### src/rtl/riscv_trap_pkg.sv
// Shared trap definitions: CSR addresses, cause codes, FSM states.
// Vectored mode is built only when IRQ_VECTORED_EN is defined.
`ifndef size_X_LEN
`define size_X_LEN 32
`endif

package riscv_trap_pkg;

  localparam logic [11:0] CSR_MSTATUS = 12'h300;
  localparam logic [11:0] CSR_MIE     = 12'h304;
  localparam logic [11:0] CSR_MTVEC   = 12'h305;
  localparam logic [11:0] CSR_MEPC    = 12'h341;
  localparam logic [11:0] CSR_MCAUSE  = 12'h342;
  localparam logic [11:0] CSR_MIP     = 12'h344;

  localparam logic [3:0] CAUSE_MSI = 4'd3;
  localparam logic [3:0] CAUSE_MTI = 4'd7;
  localparam logic [3:0] CAUSE_MEI = 4'd11;

  localparam int MSTATUS_MIE  = 3;
  localparam int MSTATUS_MPIE = 7;

  localparam logic [31:0] MIE_MASK = 32'h0000_0888;

  typedef enum logic [1:0] {
    IDLE,
    FIRE,
    HANDLER
  } trap_state_e;

endpackage

### src/rtl/irq_sync.sv
// Flop-chain synchronizer for an asynchronous level input.
// Depth is STAGES (>= 2); the chain holds while en is low.
module irq_sync #(
  parameter int STAGES = 2
) (
  input  logic clk_i,
  input  logic reset_ni,
  input  logic en,
  input  logic d,
  output logic q
);

  logic [STAGES-1:0] ff_q;

  always_ff @(posedge clk_i or negedge reset_ni) begin
    if (!reset_ni) begin
      ff_q <= '0;
    end else if (en) begin
      ff_q <= {ff_q[STAGES-2:0], d};
    end
  end

  assign q = ff_q[STAGES-1];

endmodule

### src/rtl/irq_trap_ctrl.sv
// Machine-mode interrupt/trap-return controller and trap CSRs.
// Define IRQ_VECTORED_EN to enable vectored mtvec mode.
module irq_trap_ctrl
  import riscv_trap_pkg::*;
#(
  parameter logic [31:0] RESET_MTVEC = 32'h0000_0100,
  parameter int          SYNC_STAGES = 2
) (
  input  logic                   clk_i,
  input  logic                   reset_ni,
  input  logic                   enable_design,
  input  logic                   irq_ext_i,
  input  logic                   irq_timer_i,
  input  logic                   irq_sw_i,
  input  logic                   commit_valid_i,
  input  logic [`size_X_LEN-1:0] commit_next_pc_i,
  input  logic                   redirect_pending_i,
  input  logic                   mret_inst_i,
  input  logic                   csr_we_i,
  input  logic [11:0]            csr_addr_i,
  input  logic [`size_X_LEN-1:0] csr_wdata_i,
  output logic [`size_X_LEN-1:0] csr_rdata_o,
  output logic                   irq_prep_o,
  output logic [`size_X_LEN-1:0] interrupt_vector_o,
  output logic [`size_X_LEN-1:0] mepc_o,
  output logic [`size_X_LEN-1:0] mcause_o,
  output logic                   mie_global_o
);

  trap_state_e state_q, state_d;

  logic        mstatus_mie_q;
  logic        mstatus_mpie_q;
  logic [31:0] mie_q;
  logic [31:0] mtvec_q;
  logic [31:0] mepc_q;
  logic [31:0] mcause_q;

  logic        meip;
  logic [31:0] mip;
  logic        p_mei, p_msi, p_mti;
  logic        take;
  logic [3:0]  cause_code;
  logic [31:0] base;
  logic        wr_mstatus, wr_mie, wr_mtvec;
  logic        wr_mepc, wr_mcause;
  logic        unused_pc_lsb;

  irq_sync #(
    .STAGES(SYNC_STAGES)
  ) u_ext_sync (
    .clk_i   (clk_i),
    .reset_ni(reset_ni),
    .en      (enable_design),
    .d       (irq_ext_i),
    .q       (meip)
  );

  // mtvec legalization: mode field only exists in vectored builds
  function automatic logic [31:0] mtvec_legal(input logic [31:0] v);
`ifdef IRQ_VECTORED_EN
    return {v[31:2], 1'b0, (v[1:0] == 2'b01)};
`else
    return {v[31:2], 2'b00};
`endif
  endfunction

  assign mip = {20'b0, meip, 3'b0, irq_timer_i,
                3'b0, irq_sw_i, 3'b0};

  assign p_mei = mip[11] & mie_q[11];
  assign p_msi = mip[3]  & mie_q[3];
  assign p_mti = mip[7]  & mie_q[7];

  always_comb begin
    cause_code = CAUSE_MTI;
    if (p_mei)      cause_code = CAUSE_MEI;
    else if (p_msi) cause_code = CAUSE_MSI;
  end

  assign take = mstatus_mie_q
              & (p_mei | p_msi | p_mti)
              & commit_valid_i
              & ~redirect_pending_i
              & ~mret_inst_i
              & (state_q != FIRE);

  assign wr_mstatus = csr_we_i & (csr_addr_i == CSR_MSTATUS);
  assign wr_mie     = csr_we_i & (csr_addr_i == CSR_MIE);
  assign wr_mtvec   = csr_we_i & (csr_addr_i == CSR_MTVEC);
  assign wr_mepc    = csr_we_i & (csr_addr_i == CSR_MEPC);
  assign wr_mcause  = csr_we_i & (csr_addr_i == CSR_MCAUSE);

  assign unused_pc_lsb = ^commit_next_pc_i[1:0];

  always_comb begin
    state_d = state_q;
    unique case (state_q)
      IDLE:    if (take) state_d = FIRE;
      FIRE:    state_d = HANDLER;
      HANDLER: begin
        if (take)             state_d = FIRE;
        else if (mret_inst_i) state_d = IDLE;
      end
      default: state_d = IDLE;
    endcase
  end

  always_ff @(posedge clk_i or negedge reset_ni) begin
    if (!reset_ni) begin
      state_q        <= IDLE;
      mstatus_mie_q  <= 1'b0;
      mstatus_mpie_q <= 1'b0;
      mie_q          <= '0;
      mtvec_q        <= mtvec_legal(RESET_MTVEC);
      mepc_q         <= '0;
      mcause_q       <= '0;
    end else if (enable_design) begin
      state_q <= state_d;
      // trap capture outranks software writes to the same CSRs
      if (take) begin
        mepc_q         <= {commit_next_pc_i[31:2], 2'b00};
        mcause_q       <= {1'b1, 27'b0, cause_code};
        mstatus_mpie_q <= mstatus_mie_q;
        mstatus_mie_q  <= 1'b0;
      end else begin
        if (mret_inst_i) begin
          mstatus_mie_q  <= mstatus_mpie_q;
          mstatus_mpie_q <= 1'b1;
        end else if (wr_mstatus) begin
          mstatus_mie_q  <= csr_wdata_i[MSTATUS_MIE];
          mstatus_mpie_q <= csr_wdata_i[MSTATUS_MPIE];
        end
        if (wr_mepc)   mepc_q   <= {csr_wdata_i[31:2], 2'b00};
        if (wr_mcause) mcause_q <= csr_wdata_i;
      end
      if (wr_mie)   mie_q   <= csr_wdata_i & MIE_MASK;
      if (wr_mtvec) mtvec_q <= mtvec_legal(csr_wdata_i);
    end
  end

  assign base = {mtvec_q[31:2], 2'b00};

`ifdef IRQ_VECTORED_EN
  assign interrupt_vector_o = (mtvec_q[1:0] == 2'b01)
                            ? base + {26'b0, mcause_q[3:0], 2'b00}
                            : base;
`else
  assign interrupt_vector_o = base;
`endif

  always_comb begin
    csr_rdata_o = '0;
    unique case (csr_addr_i)
      CSR_MSTATUS: begin
        csr_rdata_o[MSTATUS_MIE]  = mstatus_mie_q;
        csr_rdata_o[MSTATUS_MPIE] = mstatus_mpie_q;
      end
      CSR_MIE:    csr_rdata_o = mie_q;
      CSR_MTVEC:  csr_rdata_o = mtvec_q;
      CSR_MEPC:   csr_rdata_o = mepc_q;
      CSR_MCAUSE: csr_rdata_o = mcause_q;
      CSR_MIP:    csr_rdata_o = mip;
      default:    csr_rdata_o = '0;
    endcase
  end

  assign irq_prep_o   = enable_design & (state_q == FIRE);
  assign mepc_o       = mepc_q;
  assign mcause_o     = mcause_q;
  assign mie_global_o = mstatus_mie_q;

endmodule
### config.mk
export PLATFORM = sky130hd
export DESIGN_NAME = irq_trap_ctrl
export DESIGN_NICKNAME = d
export VERILOG_FILES = /design/src/rtl/riscv_trap_pkg.sv /design/src/rtl/irq_sync.sv /design/src/rtl/irq_trap_ctrl.sv
export SDC_FILE = /design/constraint.sdc
export NUM_CORES = 1
export LEC_CHECK = 0
export ABC_AREA = 1
export CAP_MARGIN = 20
export CORE_AREA = 2 2 119 121
export DETAILED_ROUTE_END_ITERATION = 8
export DIE_AREA = 0 0 121 123
export GPL_TIMING_DRIVEN = 0
export PLACE_DENSITY = 0.82
export REMOVE_ABC_BUFFERS = 1
export SLEW_MARGIN = 5
export SYNTH_ARGS = -nofsm -noshare
export SYNTH_HDL_FRONTEND = slang
export SYNTH_HIERARCHICAL = 1
export SYNTH_SLANG_ARGS = --single-unit
### constraint.sdc
create_clock -name clk_i -period 1.7 [get_ports clk_i]
set_input_delay 0.34 -clock clk_i [delete_from_list [all_inputs] [get_ports clk_i]]
set_output_delay 0.34 -clock clk_i [all_outputs]
set_load 0.01 [all_outputs]
==> flow_metrics.py, run 1 <==
metrics = {
    "detailed_routing": {
        "num_vias": 6619,
        "totalWireLength_microns": 25200,
        "first_pass_iters": 5,
        "routedWlPerCell_microns": 21.2,
        "ant_nets": 0,
        "drc": 0,
        "drtIter0Drc": 547,
        "vias_per_cell": 5.57,
    },
    "logic_synthesis": {
        "synth.most_common_cell": "nand2_1",
        "async_reset_ff_frac": 1.00,
        "ys_top_cells_by_area": "dfrtp_1, nand2_1, nand3_1",
        "yosysWarnings": 6,
        "synthFlopType": "dfrtp_1",
        "synth_common_cells": "nand2_1, nand3_1, dfrtp_1",
        "synth_top_area_cell": "dfrtp_1",
        "syn_avg_cell_area_sq_um": 7.32,
        "ys_seq_area_frac": 0.473,
        "ys_ff_latch": 101,
        "synth_top_area_frac": 0.468,
        "yosysUniqueCellTypes": 23,
        "syn_inst": 731,
        "synth_edf_count": 0,
        "syn_area_sq_um": 5350,
    },
    "clock_network": {
        "cts_tree": "done",
        "cts.path.max_buffers": 2,
        "h-tree-depth": 3,
        "cts_inserted_buffers": 9,
        "clock_latency_ns": 0.35,
        "cts.clk_slew.worst_paths_ns": 0.07,
        "clockRootBuffer": "clkbuf_16",
        "clock-sinks": 101,
    },
    "floorplanning": {
        "core_sq_um": 13600,
        "dieArea_sq_um": 14900,
        "rows": 43,
        "initial_core_util": 0.393,
        "die_h_microns": 123,
        "pin_count": 216,
        "die_width_microns": 121,
    },
    "cells_and_area": {
        "fin_cells": 1189,
        "multiInputGateArea_sq_um": 3080,
        "layout.nets": 1090,
        "fill_cells": 1007,
        "finalInstanceArea_sq_um": 9710,
        "drive_gt1_frac": 0.288,
        "syn_to_final_growth_pct": 81.6,
        "regArea_sq_um": 2530,
        "n_antenna_cell": 0,
    },
    "sta": {
        "finalHoldViolCount": 0,
        "slew_violations": 0,
        "setup_viol": 32,
        "setup_ws_ns": -0.237,
        "worst_pin_slew_ns": 0.691,
        "fmax_mhz": 516,
        "rsz0062_at_grt": "true",
        "maxSlewHeadroom": 0.539,
        "min_period_ns": 1.94,
        "min_period_over_period": 1.14,
        "skew_ns": 0.0107,
    },
    "global_route": {
        "grt.total_usage": 0.321,
        "grt_pass1_wl_microns": 35700,
        "grt_max_degree": 54,
        "grt_pass1_vias": 6129,
        "grt_util_met2": 0.524,
        "use_met1": 0.420,
        "grt_busiest_layer": "met2",
        "use_met3": 0.0673,
        "gr-total-overflow": 0,
        "antenna_found_initial": 0,
    },
    "worst_setup_path": {
        "crit_fanout": 5,
        "rrSetupSlack_ns": 0.04,
        "cp.arrival_ns": 1.60,
        "worst_r2r_startpoint": "u_ext_sync/ff_q[1]",
        "reg2reg_to": "mepc_o[7]",
        "crit_type": "input pin to output port",
        "end_kind": "output port",
        "rr_worst_depth": 7,
        "cp.required_ns": 1.36,
        "cp-start-kind": "input pin",
    },
    "placed_design": {
        "placed_area_sq_um": 7540,
        "gp_congestion": 0.826,
        "portBuffers": 209,
        "place_hpwl_microns": 11700,
        "place_inst": 1084,
    },
    "status": {
        "status": "complete, but fails checks",
        "violations": "setup timing",
    },
    "flow_run": {
        "cap_violations": 0,
    },
    "power": {
        "p_per_area_nw_per_um2": 526,
        "ir_drop_mv": 0.413,
        "leakage_nw": 5.69,
    },
    "worst_hold_path": {
        "holdCritPathClass": "input pin to async pin",
    },
}
[logic make-up after synthesis]
logic type,share of synthesized area
flip-flops,0.473
other,0.000701
AND/OR/NAND/NOR,0.340
multiplexers,0.00187
buffers and inverters,0.0945
AO/OA/AOI/OAI,0.0905
[cell type report]
class | count | area share
Tap cell | 180 | 0.0232
Multi-Input combinational cell | 536 | 0.317
Sequential cell | 101 | 0.261
Timing Repair Buffer | 288 | 0.326
Clock inverter | 7 | 0.00850
Inverter | 60 | 0.0299
Timing Repair inverter | 8 | 0.0119
Clock buffer | 9 | 0.0232
[stage by stage]
stage	TNS (ns)	util	setup slack, ns	hold slack (ns)	power (W)
finish	-5.55	0.713	-0.237	0.0150	0.00511
global route	-6.84	0.713	-0.274	0.0556	0.00527
CTS	-4.53	0.678	-0.230	0.0382	0.00510
detailed placement	-196.61	0.554	-2.05	0.417	0.00292
global placement	-626.12	0.543	-3.53	0.457	0.00289
floorplan	-47.27	-	-0.953	0.0444	0.00259
[placed cells by master (no fill, tap or decap), drive strengths merged, types with 2 or more instances in the layout]
cell type | Yosys | routed
dlygate4sd2 | 0 | 2
o21ai | 95 | 95
dlymetal6s2s | 0 | 25
conb | 1 | 4
nand3 | 114 | 117
clkbuf | 17 | 11
dfrtp | 100 | 100
clkinv | 0 | 3
nor2 | 24 | 25
inv | 60 | 68
nand4 | 1 | 2
clkinvlp | 0 | 3
buf | 27 | 123
clkdlybuf4s50 | 0 | 135
nand2 | 288 | 290
[sequential cells by signal (all words and copies together) (netlist names)]
register / cells
mie_q: 3
mepc_o: 30
u_ext_sync/ff_q: 2
state_q: 2
mtvec_q: 30
mstatus_mpie_q: 1
mcause_o: 32
mie_global_o: 1
[critical path, cell delays in order]
cell and delay, ns:
buf_6 0.09, nor2_4 0.13, nand2_4 0.09, nor2_4 0.14, buf_12 0.15, nand2_8 0.12, inv_8 0.10, buf_12 0.10
buf_6 0.09, nand2_2 0.05, nand3_2 0.08, buf_6 0.10
[metal layers]
layer	share of wire	routed length, microns	vias to the layer above
li1	-	-	2905
met1	0.39	9900	3193
met2	0.48	12100	438
met3	0.091	2300	83
met4	0.037	933	0
met5	0	0	-
[what timing repair did]
item | 4_1_cts | 5_1_grt
cloned | 15 | 1
pin swaps | 51 | 36
hold buffers | 0 | 0
gates resized for setup | 389 | 90
setup buffers | 60 | 14
endpoints found under the setup margin | 131 | 99
[report_power, final]
| group | internal, W | switching (W) | total (W) |
|---|---|---|---|
| clock network | 0.00116 | 0.000999 | 0.00216 |
| logic | 0.000261 | 0.000251 | 0.000512 |
| registers | 0.00242 | 0.0000179 | 0.00244 |
[worst max path at each step]
stage                               from         endpoint  slack (ns)  cells after the start
after floorplan             mie_global_o       mepc_o[10]       -0.95                      6
after global placement          reset_ni      mtvec_q[10]       -3.53                      1
after detailed placement   enable_design       mepc_o[14]       -2.05                      7
after CTS                  csr_addr_i[4]  csr_rdata_o[18]       -0.23                     12
after global routing       csr_addr_i[1]   csr_rdata_o[6]       -0.27                     12
final                     csr_addr_i[11]  csr_rdata_o[17]       -0.24                     12
Power figures use the tool's default switching activity.
==> inputs of run 2 (changes only) <==
--- a/config.mk
+++ b/config.mk
@@ -11,7 +11,7 @@
 export DETAILED_ROUTE_END_ITERATION = 8
 export DIE_AREA = 0 0 121 123
 export GPL_TIMING_DRIVEN = 0
-export PLACE_DENSITY = 0.82
+export PLACE_DENSITY = 0.74
 export REMOVE_ABC_BUFFERS = 1
 export SLEW_MARGIN = 5
 export SYNTH_ARGS = -nofsm -noshare
==> flow_metrics.py, run 2 (synthesis results as in run 1) <==
metrics = {
    "placed_design": {
        "dp_slack_ns": -2.56,
        "portBuffers": 209,
        "placed_area_sq_um": 7550,
        "gp_congestion": 0.864,
        "place_hpwl_microns": 11700,
    },
    "sta": {
        "rsz0062_at_grt": "true",
        "maxSlewHeadroom": 0.546,
        "worst_pin_slew_ns": 0.680,
        "finalHoldViolCount": 0,
        "skew_ns": 0.00544,
        "min_period_over_period": 1.18,
        "min_period_ns": 2.00,
        "fmax_mhz": 500,
        "setup_ws_ns": -0.302,
        "setup_viol": 33,
        "slew_violations": 0,
    },
    "status": {
        "status": "complete, but fails checks",
        "violations": "setup timing",
    },
    "detailed_routing": {
        "num_vias": 6551,
        "vias_per_cell": 5.44,
        "totalWireLength_microns": 24900,
        "ant_nets": 0,
        "first_pass_iters": 7,
        "drtIter0Drc": 669,
        "drc": 0,
        "routedWlPerCell_microns": 20.7,
    },
    "worst_setup_path": {
        "worstPathCellList": "buf_6, nor2_4, nand3_4, nor2_4, buf_6, buf_4, buf_6, nand3_1, nand2_1, nor2_1, nand2_1, buf_2",
        "worst_r2r_startpoint": "mie_global_o",
        "crit_top_cell": "buf_6",
        "rrSetupSlack_ns": 0.08,
        "cpLargestDelayFamily": "simple AND/OR/NAND/NOR gates",
        "end_kind": "output port",
        "cp.arrival_ns": 1.66,
        "slowest_stage": "nor2_4",
        "cp_num_buf_inv": 5,
        "rr_worst_depth": 9,
        "crit_type": "input pin to output port",
        "cp-start-kind": "input pin",
        "reg2reg_to": "mepc_o[21]",
        "crit_fanout": 2,
        "cp.required_ns": 1.36,
        "critical-path-max-stage-delay_ns": 0.14,
    },
    "clock_network": {
        "cts_inserted_buffers": 9,
        "cts.clk_slew.worst_paths_ns": 0.07,
        "h-tree-depth": 3,
        "clock_latency_ns": 0.35,
        "cts_tree": "done",
        "clockRootBuffer": "clkbuf_16",
        "clock-sinks": 101,
        "cts.path.max_buffers": 2,
    },
    "power": {
        "p_per_area_nw_per_um2": 547,
        "leakage_nw": 5.68,
        "ir_drop_mv": 0.494,
    },
    "floorplanning": {
        "initial_core_util": 0.393,
        "pin_count": 216,
        "core_sq_um": 13600,
        "dieArea_sq_um": 14900,
        "die_width_microns": 121,
        "die_h_microns": 123,
        "rows": 43,
    },
    "flow_run": {
        "cap_violations": 0,
    },
    "cells_and_area": {
        "drive_gt1_frac": 0.300,
        "fin_util": 0.726,
        "layout_common_cells": "nand2_1, clkdlybuf4s50_1, dfrtp_1",
        "final_common_cell": "nand2_1",
        "finalInstanceArea_sq_um": 9890,
        "syn_to_final_growth_pct": 84.8,
        "layout.nets": 1105,
        "n_antenna_cell": 0,
        "largest_reg_flops": 32,
    },
    "global_route": {
        "gr-total-overflow": 0,
        "grt_pass1_wl_microns": 35200,
        "grt.total_usage": 0.318,
        "antenna_found_initial": 0,
        "grt_max_degree": 55,
        "grt_pass1_vias": 6064,
    },
    "worst_hold_path": {
        "holdCritPathClass": "input pin to async pin",
    },
}
run 2: cell types whose count changed in the layout (fill, tap and decap cells not counted), sizes merged, moves of 2 or more:
cell           before  now
inv                68   63
clkdlybuf4s50     135  141
dlymetal6s2s       25   18
clkinv              3    6
buf               123  139
bufinv              1    3
run 2: where the power goes:
group | total [W] | internal, W | switching (W)
clock | 0.00243 | 0.00145 | 0.000986
sequential | 0.00244 | 0.00242 | 0.0000185
combinational | 0.000534 | 0.000277 | 0.000257
run 2: final cells by class:
class / count / area (sq um)
flip-flops and latches: 101 / 2530
fillers: 986 / 3730
well taps: 180 / 225
inverters: 60 / 282
repair inverters: 8 / 158
clock buffers: 9 / 225
repair buffers: 304 / 3290
multi-input cells: 535 / 3050
clock inverters: 7 / 123
run 2: worst reg2reg max path, cell delays in order (launching register included):
cell     delay (ns)
dfrtp_1        0.41
nand2_1        0.11
nor2_4         0.15
buf_4          0.13
nand4_4        0.16
buf_12         0.22
nand2_8        0.10
buf_16         0.15
nand2_1        0.07
nand2_1        0.06
run 2: what timing repair did:
item / 4_1_cts / 5_1_grt
pin swaps: 48 / 32
buffers inserted: 63 / 25
gates cloned: 14 / 1
gates resized for setup: 385 / 96
setup endpoints to repair: 131 / 115
hold buffers: 0 / 0
run 2: worst max-delay path by stage:
| stage | slack, ns | from | endpoint | depth (start not counted) |
|---|---|---|---|---|
| 6_report | -0.30 | csr_addr_i[5] | csr_rdata_o[3] | 12 |
| 5_1_grt | -0.37 | csr_addr_i[5] | csr_rdata_o[3] | 12 |
| 4_1_cts | -0.24 | csr_addr_i[4] | csr_rdata_o[14] | 12 |
| 3_5_place_dp | -2.56 | enable_design | mepc_o[23] | 9 |
| 3_3_place_gp | -3.62 | reset_ni | mcause_o[17] | 1 |
| 2_1_floorplan | -0.95 | mie_global_o | mepc_o[10] | 6 |
run 2: stage by stage:
step                      total power [W]  instances  TNS [ns]  hold slack [ns]
after global placement            0.00290       1079   -636.85            0.451
after floorplan                   0.00259        690    -47.27           0.0444
after global routing              0.00557       1204     -7.97           0.0652
after detailed placement          0.00292       1085   -218.13            0.409
after CTS                         0.00536       1178     -4.54           0.0366
final                             0.00541       1204     -6.38           0.0236
run 2: per-layer routing:
metal  track usage  up-vias  share of wire
met1         0.406     3094           0.38
met2         0.534      424           0.49
li1              -     2937              -
met3        0.0613       96          0.091
met4         0.123        0          0.037
met5             0        -              0
